## src/rtl/mips_pipe_pkg.sv

```systemverilog
// Shared definitions for the MIPS pipeline: control-bundle layout, access-size
// codes and helpers that build or gate the ID/EX control word.
package mips_pipe_pkg;

  localparam int EX_D_W  = 7;
  localparam int MEM_D_W = 2;
  localparam int WB_D_W  = 2;

  localparam int REGDST   = 6;
  localparam int ALUSRC   = 5;
  localparam int MEMWRITE = 1;
  localparam int MEMREAD  = 0;
  localparam int REGWRITE = 1;
  localparam int MEMTOREG = 0;

  localparam int RA_IDX = 31;

  typedef enum logic [1:0] {
    SIZE_BYTE = 2'd0,
    SIZE_HALF = 2'd1,
    SIZE_WORD = 2'd2
  } size_e;

  // Everything that must be zero in a bubble so the slot can never write.
  typedef struct packed {
    logic               valid;
    logic [EX_D_W-1:0]  ex_d;
    logic [MEM_D_W-1:0] mem_d;
    logic [WB_D_W-1:0]  wb_d;
    logic [1:0]         size;
    logic               syscall;
    logic               jal;
  } ctrl_t;

  function automatic ctrl_t bubble_ctrl();
    return '0;
  endfunction

  function automatic ctrl_t gate_ctrl(input ctrl_t c, input logic v);
    return v ? c : bubble_ctrl();
  endfunction

endpackage

```

## src/rtl/id_ex_hazard.sv

```systemverilog
// Load-use hazard detection and the combined fetch/decode stall request.
module id_ex_hazard #(
  parameter int REG_W = 5
) (
  input  logic             reset,
  input  logic             id_valid,
  input  logic             ex_valid,
  input  logic             ex_mem_read,
  input  logic [REG_W-1:0] ex_rt,
  input  logic [REG_W-1:0] id_rs,
  input  logic [REG_W-1:0] id_rt,
  input  logic             id_uses_rs,
  input  logic             id_uses_rt,
  input  logic             ex_hold,
  output logic             lu_haz,
  output logic             stall_o
);

  logic rs_hit;
  logic rt_hit;

  assign rs_hit = id_uses_rs && (ex_rt == id_rs);
  assign rt_hit = id_uses_rt && (ex_rt == id_rt);

  // A load into $zero has no real destination, so it never blocks decode.
  assign lu_haz = id_valid && ex_valid && ex_mem_read && (ex_rt != '0)
                  && (rs_hit || rt_hit);

  assign stall_o = !reset && (lu_haz || ex_hold);

endmodule

```

## src/rtl/id_ex_stage.sv

```systemverilog
// ID/EX pipeline register: latches decode controls and operands for EX,
// inserts bubbles on load-use hazards and flushes, and freezes under ex_hold.
module id_ex_stage
  import mips_pipe_pkg::*;
#(
  parameter int DATA_W = 32,
  parameter int REG_W  = 5,
  parameter int CNT_W  = 32
) (
  input  logic                clk,
  input  logic                reset,
  input  logic                id_valid,
  input  logic [EX_D_W-1:0]   id_ex_d,
  input  logic [MEM_D_W-1:0]  id_mem_d,
  input  logic [WB_D_W-1:0]   id_wb_d,
  input  logic [1:0]          id_size,
  input  logic                id_syscall,
  input  logic                id_jal,
  input  logic [DATA_W-1:0]   id_rs_val,
  input  logic [DATA_W-1:0]   id_rt_val,
  input  logic [DATA_W-1:0]   id_imm,
  input  logic [REG_W-1:0]    id_rs,
  input  logic [REG_W-1:0]    id_rt,
  input  logic [REG_W-1:0]    id_rd,
  input  logic [4:0]          id_shamt,
  input  logic [DATA_W-1:0]   id_pc4,
  input  logic                id_uses_rs,
  input  logic                id_uses_rt,
  input  logic                ex_hold,
  input  logic                flush,
  output logic                stall_o,
  output logic                ex_valid,
  output logic [EX_D_W-1:0]   ex_ex_d,
  output logic [MEM_D_W-1:0]  ex_mem_d,
  output logic [WB_D_W-1:0]   ex_wb_d,
  output logic [1:0]          ex_size,
  output logic                ex_syscall,
  output logic                ex_jal,
  output logic [DATA_W-1:0]   ex_rs_val,
  output logic [DATA_W-1:0]   ex_rt_val,
  output logic [DATA_W-1:0]   ex_imm,
  output logic [REG_W-1:0]    ex_rs,
  output logic [REG_W-1:0]    ex_rt,
  output logic [4:0]          ex_shamt,
  output logic [DATA_W-1:0]   ex_pc4,
  output logic [REG_W-1:0]    ex_dst,
  output logic [CNT_W-1:0]    bubble_cnt
);

  typedef struct packed {
    logic [DATA_W-1:0] rs_val;
    logic [DATA_W-1:0] rt_val;
    logic [DATA_W-1:0] imm;
    logic [REG_W-1:0]  rs;
    logic [REG_W-1:0]  rt;
    logic [4:0]        shamt;
    logic [DATA_W-1:0] pc4;
    logic [REG_W-1:0]  dst;
  } data_t;

  ctrl_t            ctrl_q, ctrl_d, id_ctrl;
  data_t            data_q, data_d, id_data;
  logic             flush_pend_q, flush_pend_d;
  logic [CNT_W-1:0] bubble_cnt_q, bubble_cnt_d;
  logic             lu_haz;

  id_ex_hazard #(.REG_W(REG_W)) u_hazard (
    .reset       (reset),
    .id_valid    (id_valid),
    .ex_valid    (ctrl_q.valid),
    .ex_mem_read (ctrl_q.mem_d[MEMREAD]),
    .ex_rt       (data_q.rt),
    .id_rs       (id_rs),
    .id_rt       (id_rt),
    .id_uses_rs  (id_uses_rs),
    .id_uses_rt  (id_uses_rt),
    .ex_hold     (ex_hold),
    .lu_haz      (lu_haz),
    .stall_o     (stall_o)
  );

  always_comb begin
    id_ctrl = '{valid: id_valid, ex_d: id_ex_d, mem_d: id_mem_d, wb_d: id_wb_d,
                size: id_size, syscall: id_syscall, jal: id_jal};
    id_data.rs_val = id_rs_val;
    id_data.rt_val = id_rt_val;
    id_data.imm    = id_imm;
    id_data.rs     = id_rs;
    id_data.rt     = id_rt;
    id_data.shamt  = id_shamt;
    id_data.pc4    = id_pc4;
    id_data.dst    = id_jal ? REG_W'(RA_IDX) : (id_ex_d[REGDST] ? id_rd : id_rt);
  end

  // NOTE: every next-state variable is defaulted to its current value first,
  // so no path through the if/else can leave one unassigned and infer a latch.
  always_comb begin
    ctrl_d       = ctrl_q;
    data_d       = data_q;
    flush_pend_d = flush_pend_q;
    bubble_cnt_d = bubble_cnt_q;
    if (ex_hold) begin
      if (flush) flush_pend_d = 1'b1;
    end else begin
      data_d       = id_data;
      flush_pend_d = 1'b0;
      // A flush and a hazard in the same cycle still cost a single bubble.
      if (flush || flush_pend_q || lu_haz) begin
        ctrl_d       = bubble_ctrl();
        bubble_cnt_d = bubble_cnt_q + CNT_W'(1);
      end else begin
        ctrl_d = gate_ctrl(id_ctrl, id_valid);
      end
    end
  end

  // NOTE: state registers use non-blocking assignments so every flop samples
  // the pre-edge value of the others, independent of statement order.
  always_ff @(posedge clk or posedge reset) begin
    if (reset) begin
      ctrl_q       <= '0;
      data_q       <= '0;
      flush_pend_q <= 1'b0;
      bubble_cnt_q <= '0;
    end else begin
      ctrl_q       <= ctrl_d;
      data_q       <= data_d;
      flush_pend_q <= flush_pend_d;
      bubble_cnt_q <= bubble_cnt_d;
    end
  end

  assign ex_valid   = ctrl_q.valid;
  assign ex_ex_d    = ctrl_q.ex_d;
  assign ex_mem_d   = ctrl_q.mem_d;
  assign ex_wb_d    = ctrl_q.wb_d;
  assign ex_size    = ctrl_q.size;
  assign ex_syscall = ctrl_q.syscall;
  assign ex_jal     = ctrl_q.jal;
  assign ex_rs_val  = data_q.rs_val;
  assign ex_rt_val  = data_q.rt_val;
  assign ex_imm     = data_q.imm;
  assign ex_rs      = data_q.rs;
  assign ex_rt      = data_q.rt;
  assign ex_shamt   = data_q.shamt;
  assign ex_pc4     = data_q.pc4;
  assign ex_dst     = data_q.dst;
  assign bubble_cnt = bubble_cnt_q;

endmodule

```

## config.mk

```make
export PLATFORM = sky130hd
export DESIGN_NAME = id_ex_stage
export DESIGN_NICKNAME = d
export VERILOG_FILES = /design/src/rtl/mips_pipe_pkg.sv /design/src/rtl/id_ex_hazard.sv /design/src/rtl/id_ex_stage.sv
export SDC_FILE = /design/constraint.sdc
export NUM_CORES = 1
export LEC_CHECK = 0
export BUFFER_PORTS_ARGS = -buffer_cell sky130_fd_sc_hd__buf_4
export CAP_MARGIN = 5
export CORE_ASPECT_RATIO = 2
export CORE_MARGIN = 2
export CORE_UTILIZATION = 30
export CTS_CLUSTER_DIAMETER = 50
export DETAILED_ROUTE_END_ITERATION = 8
export MAX_ROUTING_LAYER = met4
export SETUP_SLACK_MARGIN = 0.4
export SLEW_MARGIN = 20
export SYNTH_ARGS = -nofsm -noshare
export SYNTH_HDL_FRONTEND = slang
export SYNTH_SLANG_ARGS = --single-unit
export TNS_END_PERCENT = 30
```

## constraint.sdc

```tcl
create_clock -name clk -period 8.2 [get_ports clk]
set_clock_uncertainty 0.1 [all_clocks]
set_input_delay 0.82 -clock clk [delete_from_list [all_inputs] [get_ports clk]]
set_output_delay 0.82 -clock clk [all_outputs]
set_load 0.02 [all_outputs]
```

==> flow_summary.json <==
{
  "status": "completed",
  "synthFlopType": "dfrtp_1",
  "gr-usage-met2_pct": 29.3,
  "cts_hold_buf": 0,
  "power_density_mw_per_mm2": 219,
  "fmax_mhz": 341,
  "die-area_mm2": 0.0274,
  "core_mm2": 0.0257,
  "cpPeakStageDelay_ns": 0.46,
  "synth_edf_count": 0,
  "track_usage_pct": 16.6,
  "timing.rr.start": "ex_rt[4]$_DFFE_PP0N_",
  "reg2reg_depth": 6,
  "cts_tree": "built",
  "syn_nets": 692,
  "relSlewSlack_pct": 35.4,
  "multiInputGateArea_mm2": 0.00274,
  "place_hpwl_mm": 16.7,
  "worst_slack_ns": 5.26,
  "cts_root_buffer": "clkbuf_16",
  "yosys-top-cells-count": "dfrtp_1 (197), mux2_2 (144), xor2_1 (26)",
  "power_mw": 2.51,
  "layout.cells.non_filler": 1237,
  "synth-seq-cells": 197,
  "rsz0062_at_grt": "no",
  "pin_count": 367,
  "viasPerCell": 4.56,
  "overflow": 0,
  "yosys.area.top_type": "dfrtp_1",
  "hold_ws_ns": 0.373,
  "clockBufferDepth": 2,
  "gp_congestion": 0.774,
  "drt_iter0_drc": 205,
  "async_flop_share_pct": 100,
  "tightestPinTransition_ns": 0.969,
  "grt.busiest_layer": "met2",
  "placed_area_mm2": 0.0109,
  "wirelength_mm": 22.2,
  "grt_max_degree": 123,
  "ant_nets": 0,
  "diodes": 0,
  "yosysTopAreaCellShare_pct": 63.2,
  "place_inst": 1205,
  "ys_warn_count": 0,
  "met3_usage_pct": 3.68,
  "nNetsFinal": 1055,
  "finalHoldViolCount": 0,
  "drv_slew": 0,
  "cap_violations": 0,
  "endpoint_kind": "primary output",
  "num-fill-cells": 2436,
  "clock_latency_ns": 0.45,
  "htreeDepth": 4,
  "r2r_slack_ns": 5.91,
  "whs_endpoint": "bubble_cnt[31]$_DFFE_PP0P_",
  "regToRegEndpoint": "bubble_cnt[26]$_DFFE_PP0P_",
  "setup_viol": 0,
  "fin_setup_tns_ns": 0,
  "hold_start": "bubble_cnt[31]$_DFFE_PP0P_",
  "antenna_found_initial": 0,
  "first_global_vias": 5810,
  "yosysSeqAreaShare_pct": 63.2,
  "wire_per_inst_um": 18.0,
  "numCtsBuffers": 17,
  "arrival_ns": 2.02,
  "irDropWorstVdd_uv": 136,
  "met1_usage_pct": 17.8,
  "yosysMostFrequentCell": "dfrtp_1",
  "cts_setup_buffers": 0,
  "fin_crit_sh_pct": 35.8,
  "syn_area_per_cell_um2": 15.0,
  "ctsResizeCount": 0,
  "min_path_cells": 1,
  "cp_cell_sequence": "xnor2_1 > nand4_1 > o22ai_2 > a21oi_1 > nor2_1 > buf_4",
  "areaGrowthSynthToFinish_pct": 47.1,
  "fin_util_pct": 44.8,
  "syn_inst": 521,
  "placementRows": 83,
  "vias": 5641,
  "start_util_pct": 30.4,
  "criticalPathCategory": "register to primary output",
  "final_area_mm2": 0.0115,
  "drive_gt1_share_pct": 62.2,
  "io_buffers": 366,
  "cts.sinks": 197,
  "p_leak_nw": 5.47,
  "path_clk_slew_ns": 0.07,
  "drc": 0,
  "crit_slowest_cell": "dfrtp_1",
  "synth_cell_types": 34,
  "grt_pass1_wl_mm": 33.4,
  "fin_crit_ns": 2.94,
  "seqCellArea_mm2": 0.00493,
  "dp_slack_ns": 4.82,
  "yosys-top-cells-area": "dfrtp_1 (63%), mux2_2 (21%), xor2_1 (2.9%)",
  "syn_area_mm2": 0.00780,
  "start_kind": "register",
  "worstHoldPathType": "register to register",
  "required_ns": 7.28,
  "path_max_fanout": 5,
  "die_y_um": 232,
  "first_pass_iters": 5,
  "die_w_um": 118
}
cell usage in the layout, fill, tap and decap left out, types with 6 or more instances in the layout:
cell type,count
xnor2_1,15
nor3_1,13
mux2_2,144
buf_4,368
and3_1,6
nand2_1,11
a22o_1,15
dfrtp_1,197
xor2_1,26
nand3_1,11
clkbuf_16,17
nor2_1,12
sequential cells by signal, indices dropped and copies added, names as in the netlist, 7 cells and up:
| register | flops |
|---|---|
| ex_rt_val | 32 |
| ex_pc4 | 32 |
| bubble_cnt | 32 |
| ex_rs_val | 32 |
| ex_imm | 32 |
| ex_ex_d | 7 |
logic make-up (layout without fill, tap and decap cells):
kind of cell / after synthesis / after routing / synth area share, %
DFF: 197 / 197 / 63.2
muxes: 149 / 149 / 21.4
and+or+nand+nor: 75 / 75 / 5.93
xor gates and xnor gates: 41 / 41 / 4.60
buffers and inverters: 32 / 408 / 1.84
AOI/OAI and AO/OA: 26 / 26 / 2.85
adders and majority gates: 1 / 1 / 0.160
cell type report:
cell class | count | share of cell area [%]
Tap cell | 340 | 3.71
Clock buffer | 18 | 3.74
Multi-Input combinational cell | 292 | 23.9
Clock inverter | 14 | 1.26
Timing Repair Buffer | 369 | 24.2
Inverter | 7 | 0.294
Sequential cell | 197 | 42.9
worst max-delay path, delay by kind of cell (launching register included):
family          cells  cell delay [ns]
compound gates      2             0.45
simple gates        2             0.29
xor+xnor            1             0.24
buf+inv             1             0.14
flops               1             0.46
worst max-delay path by stage:
stage | from | to | slack, ns
2_1_floorplan | reset | bubble_cnt[0]$_DFFE_PP0P_ | 1.91
3_3_place_gp | ex_hold | ex_pc4[13]$_DFFE_PP0N_ | 4.83
3_5_place_dp | ex_hold | ex_rs_val[28]$_DFFE_PP0N_ | 4.82
4_1_cts | ex_rt[4]$_DFFE_PP0N_ | stall_o | 5.23
5_1_grt | ex_rt[3]$_DFFE_PP0N_ | stall_o | 5.07
6_report | ex_rt[4]$_DFFE_PP0N_ | stall_o | 5.26
power breakdown:
group,total (mW),switching [mW],internal [mW],leakage (nW)
clock,0.833,0.405,0.428,0.265
sequential,1.15,0.0775,1.07,2.36
combinational,0.532,0.267,0.266,2.85
total,2.51,0.750,1.76,5.47
metal layers:
layer  vias up  wire [um]
met5         -          0
met4         0        595
met3        34       1030
met2       206      12400
met1      2833       8230
li1       2568          -
Note: power is estimated with default switching activity, not from simulation.
